===== config.mk =====
export PLATFORM = sky130hd
export DESIGN_NAME = mc_ctrl
export DESIGN_NICKNAME = d
export VERILOG_FILES = /design/src/rtl/mc_ctrl.sv
export SDC_FILE = /design/constraint.sdc
export NUM_CORES = 1
export LEC_CHECK = 0
export ABC_CLOCK_PERIOD_IN_PS = 2600
export CAP_MARGIN = 5
export CORE_MARGIN = 5
export CORE_UTILIZATION = 35
export CTS_CLUSTER_DIAMETER = 60
export DETAILED_ROUTE_END_ITERATION = 6
export GPL_TIMING_DRIVEN = 0
export PLACE_DENSITY = 0.78
export SLEW_MARGIN = 15
export SYNTH_ARGS = -nofsm -noshare
export SYNTH_HDL_FRONTEND = slang
export SYNTH_SLANG_ARGS = --single-unit

===== constraint.sdc =====
create_clock -name clk -period 2.6 [get_ports clk]
set_clock_uncertainty 0.1 [all_clocks]
set_input_delay 0.52 -clock clk [delete_from_list [all_inputs] [get_ports clk]]
set_output_delay 0.52 -clock clk [all_outputs]
set_load 0.01 [all_outputs]

===== src/rtl/mc_ctrl.sv =====
// Multi-cycle MIPS main controller: steps each instruction through
// fetch/decode/execute/memory/writeback and decodes datapath strobes per state.
module mc_ctrl (
    input  logic       clk,
    input  logic       rst,
    input  logic [5:0] op,
    input  logic [5:0] funct,
    input  logic       zero,
    input  logic       mem_ready,
    output logic       pcwr,
    output logic [1:0] npc_sel,
    output logic       irwr,
    output logic       regwr,
    output logic [1:0] reg_dst,
    output logic [1:0] wd_sel,
    output logic [1:0] ext_op,
    output logic       alu_src_b,
    output logic [1:0] alu_op,
    output logic       dm_req,
    output logic       dmwr,
    output logic       illegal,
    output logic [3:0] state
);

    typedef enum logic [3:0] {
        FETCH  = 4'd0,
        DECODE = 4'd1,
        MA     = 4'd2,
        MR     = 4'd3,
        MWB    = 4'd4,
        MW     = 4'd5,
        EXE    = 4'd6,
        AWB    = 4'd7,
        BR     = 4'd8,
        JMP    = 4'd9
    } state_t;

    state_t cur, nxt;

    logic is_r, i_addu, i_subu, i_jr, i_ori, i_lui, i_lw, i_sw, i_beq, i_j, i_jal;
    logic pcwr_c, irwr_c, regwr_c, dm_req_c, dmwr_c, illegal_c;

    always_comb begin
        is_r   = (op == 6'b000000);
        i_addu = is_r && (funct == 6'b100001);
        i_subu = is_r && (funct == 6'b100011);
        i_jr   = is_r && (funct == 6'b001000);
        i_ori  = (op == 6'b001101);
        i_lui  = (op == 6'b001111);
        i_lw   = (op == 6'b100011);
        i_sw   = (op == 6'b101011);
        i_beq  = (op == 6'b000100);
        i_j    = (op == 6'b000010);
        i_jal  = (op == 6'b000011);
    end

    always_ff @(posedge clk or posedge rst) begin
        if (rst) cur <= FETCH;
        else     cur <= nxt;
    end

    always_comb begin
        nxt       = cur;
        pcwr_c    = 1'b0;
        npc_sel   = 2'd0;
        irwr_c    = 1'b0;
        regwr_c   = 1'b0;
        reg_dst   = 2'd0;
        wd_sel    = 2'd0;
        ext_op    = 2'd0;
        alu_src_b = 1'b0;
        alu_op    = 2'd0;
        dm_req_c  = 1'b0;
        dmwr_c    = 1'b0;
        illegal_c = 1'b0;
        case (cur)
            FETCH: begin
                pcwr_c = 1'b1;
                irwr_c = 1'b1;
                nxt    = DECODE;
            end
            DECODE: begin
                if (i_lw || i_sw)                            nxt = MA;
                else if (i_addu || i_subu || i_ori || i_lui) nxt = EXE;
                else if (i_beq)                              nxt = BR;
                else if (i_j || i_jal || i_jr)               nxt = JMP;
                else begin
                    nxt       = FETCH;
                    illegal_c = 1'b1;
                end
            end
            MA: begin
                alu_src_b = 1'b1;
                ext_op    = 2'd1;
                nxt       = i_sw ? MW : MR;
            end
            MR: begin
                dm_req_c = 1'b1;
                if (mem_ready) nxt = MWB;
            end
            MWB: begin
                regwr_c = 1'b1;
                wd_sel  = 2'd1;
                nxt     = FETCH;
            end
            MW: begin
                dm_req_c = 1'b1;
                dmwr_c   = 1'b1;
                if (mem_ready) nxt = FETCH;
            end
            EXE, AWB: begin
                // ALU selects are held through writeback so the result stays valid
                if (i_subu)             alu_op = 2'd1;
                else if (i_ori || i_lui) alu_op = 2'd2;
                alu_src_b = i_ori || i_lui;
                ext_op    = i_lui ? 2'd2 : 2'd0;
                if (cur == AWB) begin
                    regwr_c = 1'b1;
                    reg_dst = is_r ? 2'd1 : 2'd0;
                    nxt     = FETCH;
                end else begin
                    nxt = AWB;
                end
            end
            BR: begin
                alu_op  = 2'd1;
                npc_sel = 2'd1;
                pcwr_c  = zero;
                nxt     = FETCH;
            end
            JMP: begin
                pcwr_c  = 1'b1;
                npc_sel = i_jr ? 2'd3 : 2'd2;
                if (i_jal) begin
                    regwr_c = 1'b1;
                    reg_dst = 2'd2;
                    wd_sel  = 2'd2;
                end
                nxt = FETCH;
            end
            default: nxt = FETCH;
        endcase
    end

    assign pcwr    = pcwr_c    & ~rst;
    assign irwr    = irwr_c    & ~rst;
    assign regwr   = regwr_c   & ~rst;
    assign dm_req  = dm_req_c  & ~rst;
    assign dmwr    = dmwr_c    & ~rst;
    assign illegal = illegal_c & ~rst;
    assign state   = cur;

endmodule

==> results of run 1 <==
==> repair_timing <==
| action | CTS | global route |
|---|---|---|
| setup buffers | 1 | 2 |
| gates resized for setup | 51 | 25 |
| setup endpoints to repair | 11 | 10 |
| pin swaps | 7 | 6 |
==> how the worst max path moves through the flow <==
| stage | from | to | slack [ns] | depth (start not counted) |
|---|---|---|---|---|
| after floorplan | op[2] | regwr | 0.29 | 3 |
| after global placement | op[0] | npc_sel[0] | -0.79 | 6 |
| after detailed placement | op[1] | npc_sel[0] | -0.82 | 6 |
| after CTS | op[5] | alu_op[0] | 0.0008 | 7 |
| after global routing | op[4] | alu_op[0] | -0.02 | 7 |
| final | op[4] | illegal | 0.04 | 7 |
==> logic make-up after synthesis <==
family	Yosys count	synth area share, %
buffers and inverters	7	4.65
flip-flops	4	17.7
multiplexers	1	1.77
AO/OA/AOI/OAI	16	18.1
AND/OR/NAND/NOR	46	54.6
XOR/XNOR	2	3.10
==> worst max-delay path: cells and delay by family <==
family | cells | cell delay (ns)
buffers and inverters | 3 | 0.37
AND/OR/NAND/NOR | 4 | 1.04
==> power by group through the flow <==
stage	registers, W	logic (W)	clock network (W)
2_1_floorplan	0.0000927	0.000172	0
3_3_place_gp	0.0000909	0.000309	0
3_5_place_dp	0.0000903	0.000312	0
4_1_cts	0.0000900	0.000307	0.0000787
5_1_grt	0.0000927	0.000349	0.0000853
6_report	0.0000902	0.000320	0.0000773
==> synthesized netlist by cell type <==
cell,number,area [µm²]
o21ai_1,1,5.00
nand2b_1,3,18.8
mux2i_1,1,10.0
a21oi_1,5,25.0
o22ai_1,1,6.26
or4_4,2,22.5
and4b_1,1,10.0
xor2_1,2,17.5
nand4_1,2,12.5
nor4_1,4,25.0
clkbuf_1,4,15.0
and4_2,1,10.0
nor4_2,1,12.5
nor2b_1,2,12.5
a31oi_1,1,6.26
nor4b_1,1,8.76
nor4_4,1,21.3
nand2_1,6,22.5
nand3_1,1,5.00
or2_2,2,12.5
nor2_1,5,18.8
nor4b_2,1,15.0
nand3b_1,1,7.51
a2bb2oi_1,1,8.76
o21ai_0,3,15.0
dfrtp_1,4,100
a21boi_1,1,7.51
nor3_1,6,30.0
o32ai_1,1,8.76
o21a_1,1,7.51
inv_1,3,11.3
and3_1,2,12.5
and2_1,1,6.26
or4_1,1,7.51
nor3b_1,1,7.51
nor3_2,1,10.0
a211oi_2,1,12.5
==> stage by stage <==
| step | total power, W | TNS (ns) | setup WS, ns |
|---|---|---|---|
| after global routing | 0.000527 | -0.0423 | -0.0216 |
| after floorplan | 0.000265 | 0 | 0.293 |
| final | 0.000487 | 0 | 0.0391 |
| after global placement | 0.000400 | -5.15 | -0.791 |
| after detailed placement | 0.000402 | -5.31 | -0.823 |
| after CTS | 0.000476 | 0 | 0.000779 |
==> area by class of cell <==
class | instances | area share [%]
multi-input cells | 65 | 47.4
repair buffers | 39 | 35.6
plain buffers | 4 | 1.96
flip-flops and latches | 4 | 9.82
clock buffers | 3 | 2.21
well taps | 16 | 1.96
inverters | 3 | 1.10
==> layer usage <==
| layer | GRT usage [%] | vias to the layer above | routed length [µm] |
|---|---|---|---|
| li1 | - | 373 | - |
| met1 | 21.6 | 349 | 881 |
| met2 | 25.5 | 33 | 903 |
| met3 | 5.33 | 0 | 214 |
| met4 | 2.62 | 0 | 0 |
| met5 | 0 | - | 0 |
==> flow_metrics.env, run 1 <==
export IMPL_layout_drive_gt1_share_pct=29.7
export IMPL_critPathRequiredTime_ns=1.98
export IMPL_wl_mm=2.00
export IMPL_grt_pass1_vias=724
export IMPL_min_period_ns=2.56
export IMPL_cts_made_buffers=3
export IMPL_antenna_cells=0
export IMPL_seq_area_frac_synth_pct=17.7
export IMPL_end_kind="output pin"
export IMPL_clkTransAtPathRegs_ns=0.04
export IMPL_cp_start_kind="primary input"
export IMPL_die_h_um=50.2
export IMPL_power_switching_w=0.000214
export IMPL_grtUsageTotal_pct=16.1
export IMPL_nNetsFinal=136
export IMPL_fmax_mhz=390
export IMPL_finalSetupViolations=0
export IMPL_grt_antenna_before_repair=0
export IMPL_syn_nets=92
export IMPL_start_util_pct=37.1
export IMPL_status="finished clean"
export IMPL_gr_total_overflow=0
export IMPL_vias_per_cell=5.63
export IMPL_slowest_delay_ns=0.57
export IMPL_cts_hold_buf=0
export IMPL_largest_reg_flops=4
export IMPL_tightest_slew_ns=0.387
export IMPL_initialDrtViolationCount=14
export IMPL_coreArea_um2=1520
export IMPL_drc=0
export IMPL_hp_class="primary input to asynchronous set/reset pin"
export IMPL_whs_ns=0.459
export IMPL_nFillCells=137
export IMPL_ant_nets=0
export IMPL_postPlaceCellArea_um2=946
export IMPL_cts_buffer_depth=2
export IMPL_cts_tree="built"
export IMPL_dp_hpwl_mm=1.56
export IMPL_power_density_nw_per_um2=478
export IMPL_synthCells=76
export IMPL_relSlewSlack_pct=74.1
export IMPL_postLayoutCellArea_um2=1020
export IMPL_place_congestion=0.813
export IMPL_final_hold_violation_count=0
export IMPL_cts_sinks=4
export IMPL_max_cap_violations=0
export IMPL_grt_max_degree=11
export IMPL_final_seq_area_um2=100
export IMPL_die_w_um=50.2
export IMPL_dp_cells=128
export IMPL_timing_rr_start="state[0]"
export IMPL_rows=14
export IMPL_ir_drop_v=0.000315
export IMPL_synth_seq_cells=4
export IMPL_avgRoutedWirePerCell_um=14.9
export IMPL_synth_cell_types=37
export IMPL_multi_input_area_um2=483
export IMPL_rrSetupSlack_ns=1.09
export IMPL_dr_total_vias=755
export IMPL_worstPathCellList="buf_8 > or4_4 > buf_6 > nor3_4 > nor3_2 > and4b_1 > buf_2"
export IMPL_intPower_w=0.000274
export IMPL_p_clk_share_pct=15.9
export IMPL_syn2layout_area_growth_pct=80.3
export IMPL_port_buffers=36
export IMPL_r2r_end="state[2]"
export IMPL_grt_pass1_wl_mm=3.35
export IMPL_crit_type="primary input to output pin"
export IMPL_htree_levels=1
export IMPL_ys_warn_count=0
export IMPL_cp_data_arrival_time_ns=1.94
export IMPL_worstPathMaxFanout=4
export IMPL_rsz0062_at_grt="yes"
export IMPL_rr_worst_depth=5
export IMPL_syn_area_um2=566
export IMPL_pwr_share_seq_pct=18.5
export IMPL_pin_count=37
export IMPL_comb_power_share_pct=65.6
export IMPL_p_leak_nw=0.452
export IMPL_final_util_pct=66.9
export IMPL_final_period_utilization_pct=98.5
export IMPL_insertion_delay_ns=0.23
export IMPL_final_common_cell="clkdlybuf4s50_1"
export IMPL_final_cell_mix="20 x clkdlybuf4s50_1, 6 x nand2_1"
export IMPL_dr_pass1_iters=4
export IMPL_root_buffer="clkbuf_4"
export IMPL_syn_avg_cell_area_um2=7.44
export IMPL_dieArea_um2=2520
export IMPL_cp_slowest_cell="or4_4"
export IMPL_slew_viol_final=0
export IMPL_layoutNonFillerInstCount=134
export IMPL_swShare_pct=43.8
Power figures use the tool's default switching activity.
==> run 2, diff against run 1 <==
--- a/config.mk
+++ b/config.mk
@@ -5,14 +5,14 @@
 export SDC_FILE = /design/constraint.sdc
 export NUM_CORES = 1
 export LEC_CHECK = 0
-export ABC_CLOCK_PERIOD_IN_PS = 2600
+export ABC_CLOCK_PERIOD_IN_PS = 2090
 export CAP_MARGIN = 5
 export CORE_MARGIN = 5
-export CORE_UTILIZATION = 35
+export CORE_UTILIZATION = 32
 export CTS_CLUSTER_DIAMETER = 60
 export DETAILED_ROUTE_END_ITERATION = 6
 export GPL_TIMING_DRIVEN = 0
-export PLACE_DENSITY = 0.78
+export PLACE_DENSITY = 0.75
 export SLEW_MARGIN = 15
 export SYNTH_ARGS = -nofsm -noshare
 export SYNTH_HDL_FRONTEND = slang
==> constraint.sdc (replaced) <==
create_clock -name clk -period 2.09 [get_ports clk]
set_clock_uncertainty 0.1 [all_clocks]
set_input_delay 0.418 -clock clk [delete_from_list [all_inputs] [get_ports clk]]
set_output_delay 0.418 -clock clk [all_outputs]
set_load 0.01 [all_outputs]
==> flow_metrics.env, run 2 (synthesized netlist as in run 1, its figures left out) <==
export IMPL_cp_startpoint="op[3]"
export IMPL_cts_buffer_depth=2
export IMPL_cts_hold_buf=0
export IMPL_swShare_pct=43.5
export IMPL_worstPathMaxFanout=6
export IMPL_fin_tns_setup_ns=-0.611
export IMPL_antenna_cells=0
export IMPL_final_cell_mix="12 x buf_4, 10 x buf_2, 9 x clkdlybuf4s50_1, 8 x dlygate4sd2_1"
export IMPL_hp_class="primary input to asynchronous set/reset pin"
export IMPL_status="finished, violations left"
export IMPL_die_h_um=52.0
export IMPL_rsz0062_at_grt="yes"
export IMPL_power_density_nw_per_um2=582
export IMPL_wl_mm=2.53
export IMPL_drc=0
export IMPL_insertion_delay_ns=0.23
export IMPL_cp_top_family="simple AND/OR/NAND/NOR gates"
export IMPL_grt_antenna_before_repair=0
export IMPL_topRoutingLayerUsed="met4"
export IMPL_dr_pass1_iters=4
export IMPL_cts_sinks=4
export IMPL_grtUsageTotal_pct=19.8
export IMPL_place_congestion=0.857
export IMPL_ant_nets=0
export IMPL_cts_made_buffers=3
export IMPL_rr_worst_depth=6
export IMPL_worst_path_stages=6
export IMPL_finalSetupViolations=6
export IMPL_min_period_ns=2.27
export IMPL_nNetsFinal=148
export IMPL_crit_type="primary input to output pin"
export IMPL_syn2layout_area_growth_pct=114
export IMPL_met2WireLength_mm=1.31
export IMPL_ir_drop_v=0.000686
export IMPL_gr_total_overflow=0
export IMPL_dieArea_um2=2710
export IMPL_dp_hpwl_mm=1.68
export IMPL_wl_met1_um=998
export IMPL_p_leak_nw=0.566
export IMPL_pwr_share_seq_pct=17.3
export IMPL_coreArea_um2=1710
export IMPL_grt_pass1_wl_mm=4.04
export IMPL_rows=15
export IMPL_slowest_delay_ns=0.55
export IMPL_cp_start_kind="primary input"
export IMPL_cp_data_arrival_time_ns=1.75
export IMPL_fmax_mhz=441
export IMPL_cts_tree="built"
export IMPL_critPathRequiredTime_ns=1.57
export IMPL_largest_reg_flops=4
export IMPL_max_cap_violations=0
export IMPL_final_hold_violation_count=0
export IMPL_cp_slowest_cell="or4_4"
export IMPL_comb_power_share_pct=69.1
export IMPL_rrSetupSlack_ns=0.54
export IMPL_final_common_cell="buf_4"
export IMPL_die_w_um=52.0
export IMPL_pin_count=37
export IMPL_violations="setup timing"
export IMPL_tightest_slew_ns=0.436
export IMPL_root_buffer="clkbuf_4"
export IMPL_wl_met3_um=124
export IMPL_relSlewSlack_pct=70.8
export IMPL_port_buffers=36
export IMPL_htree_levels=1
export IMPL_start_util_pct=33.1
export IMPL_grt_max_degree=11
export IMPL_cp_endpoint="illegal"
export IMPL_intPower_w=0.000398
export IMPL_timing_rr_start="state[1]"
export IMPL_worstPathCellList="buf_8 > or4_4 > nor3_4 > nor3_2 > and4b_1 > buf_2"
export IMPL_critPathBufInv=2
export IMPL_dr_total_vias=860
export IMPL_fin_ws_ns=-0.179
export IMPL_clkTransAtPathRegs_ns=0.04
export IMPL_final_util_pct=71.0
export IMPL_slew_viol_final=0
export IMPL_p_clk_share_pct=13.6
export IMPL_avgRoutedWirePerCell_um=16.3
export IMPL_power_switching_w=0.000307
export IMPL_vias_per_cell=5.55
export IMPL_initialDrtViolationCount=37
export IMPL_grt_pass1_vias=842
export IMPL_r2r_end="state[2]"
export IMPL_final_period_utilization_pct=109
export IMPL_end_kind="output pin"
export IMPL_nFillCells=117
export IMPL_layout_drive_gt1_share_pct=50.0
==> run 2: repair_timing <==
item                       4_1_cts  5_1_grt
buffers inserted                11        4
gates resized for setup        115       13
setup endpoints to repair       17        9
pin swaps                       11        5
cloned                           0        1
==> run 2: routing by layer <==
layer,vias up,GRT usage [%]
li1,399,-
met1,415,22.1
met2,36,33.9
met3,10,5.44
met4,0,10.0
met5,-,0
==> run 2: power groups by stage <==
stage          combinational (W)   clock, W  sequential [W]
2_1_floorplan           0.000219          0        0.000115
4_1_cts                 0.000440  0.0000972        0.000117
6_report                0.000488  0.0000959        0.000122
5_1_grt                 0.000520   0.000110        0.000123
3_3_place_gp            0.000386          0        0.000113
3_5_place_dp            0.000395          0        0.000113
==> run 2: how the worst min path moves through the flow <==
| stage | startpoint | end | slack, ns | cells after the start |
|---|---|---|---|---|
| 2_1_floorplan | rst | state[0] | 0.10 | 1 |
| 3_3_place_gp | state[3] | state[1] | 0.56 | 3 |
| 3_5_place_dp | state[3] | state[1] | 0.56 | 3 |
| 4_1_cts | rst | state[1] | 0.15 | 2 |
| 5_1_grt | rst | state[2] | 0.16 | 2 |
| 6_report | rst | state[2] | 0.15 | 2 |
==> run 2: area by class of cell <==
class / count / area (µm²) / area share [%]
Timing Repair Buffer: 51 / 457 / 37.7
Tap cell: 25 / 31.3 / 2.58
Multi-Input combinational cell: 65 / 544 / 44.9
Sequential cell: 4 / 103 / 8.46
Clock buffer: 3 / 22.5 / 1.86
Buffer: 4 / 43.8 / 3.61
Inverter: 3 / 11.3 / 0.929
==> run 2: per-stage QoR <==
stage,setup WS (ns),std cells,hold WS (ns),area (µm²),total power [W]
2_1_floorplan,0.0320,76,0.103,574,0.000334
3_3_place_gp,-1.03,137,0.564,966,0.000499
3_5_place_dp,-1.03,137,0.562,966,0.000508
4_1_cts,-0.150,151,0.149,1150,0.000654
5_1_grt,-0.239,155,0.163,1210,0.000753
6_report,-0.179,155,0.152,1210,0.000706
==> run 3, diff against run 2 <==
--- a/config.mk
+++ b/config.mk
@@ -13,7 +13,7 @@
 export DETAILED_ROUTE_END_ITERATION = 6
 export GPL_TIMING_DRIVEN = 0
 export PLACE_DENSITY = 0.75
-export SLEW_MARGIN = 15
+export SLEW_MARGIN = 20
 export SYNTH_ARGS = -nofsm -noshare
 export SYNTH_HDL_FRONTEND = slang
 export SYNTH_SLANG_ARGS = --single-unit
==> results of run 3 <==
Same layout as run 2: the final DEF is identical, and so are final timing and power.
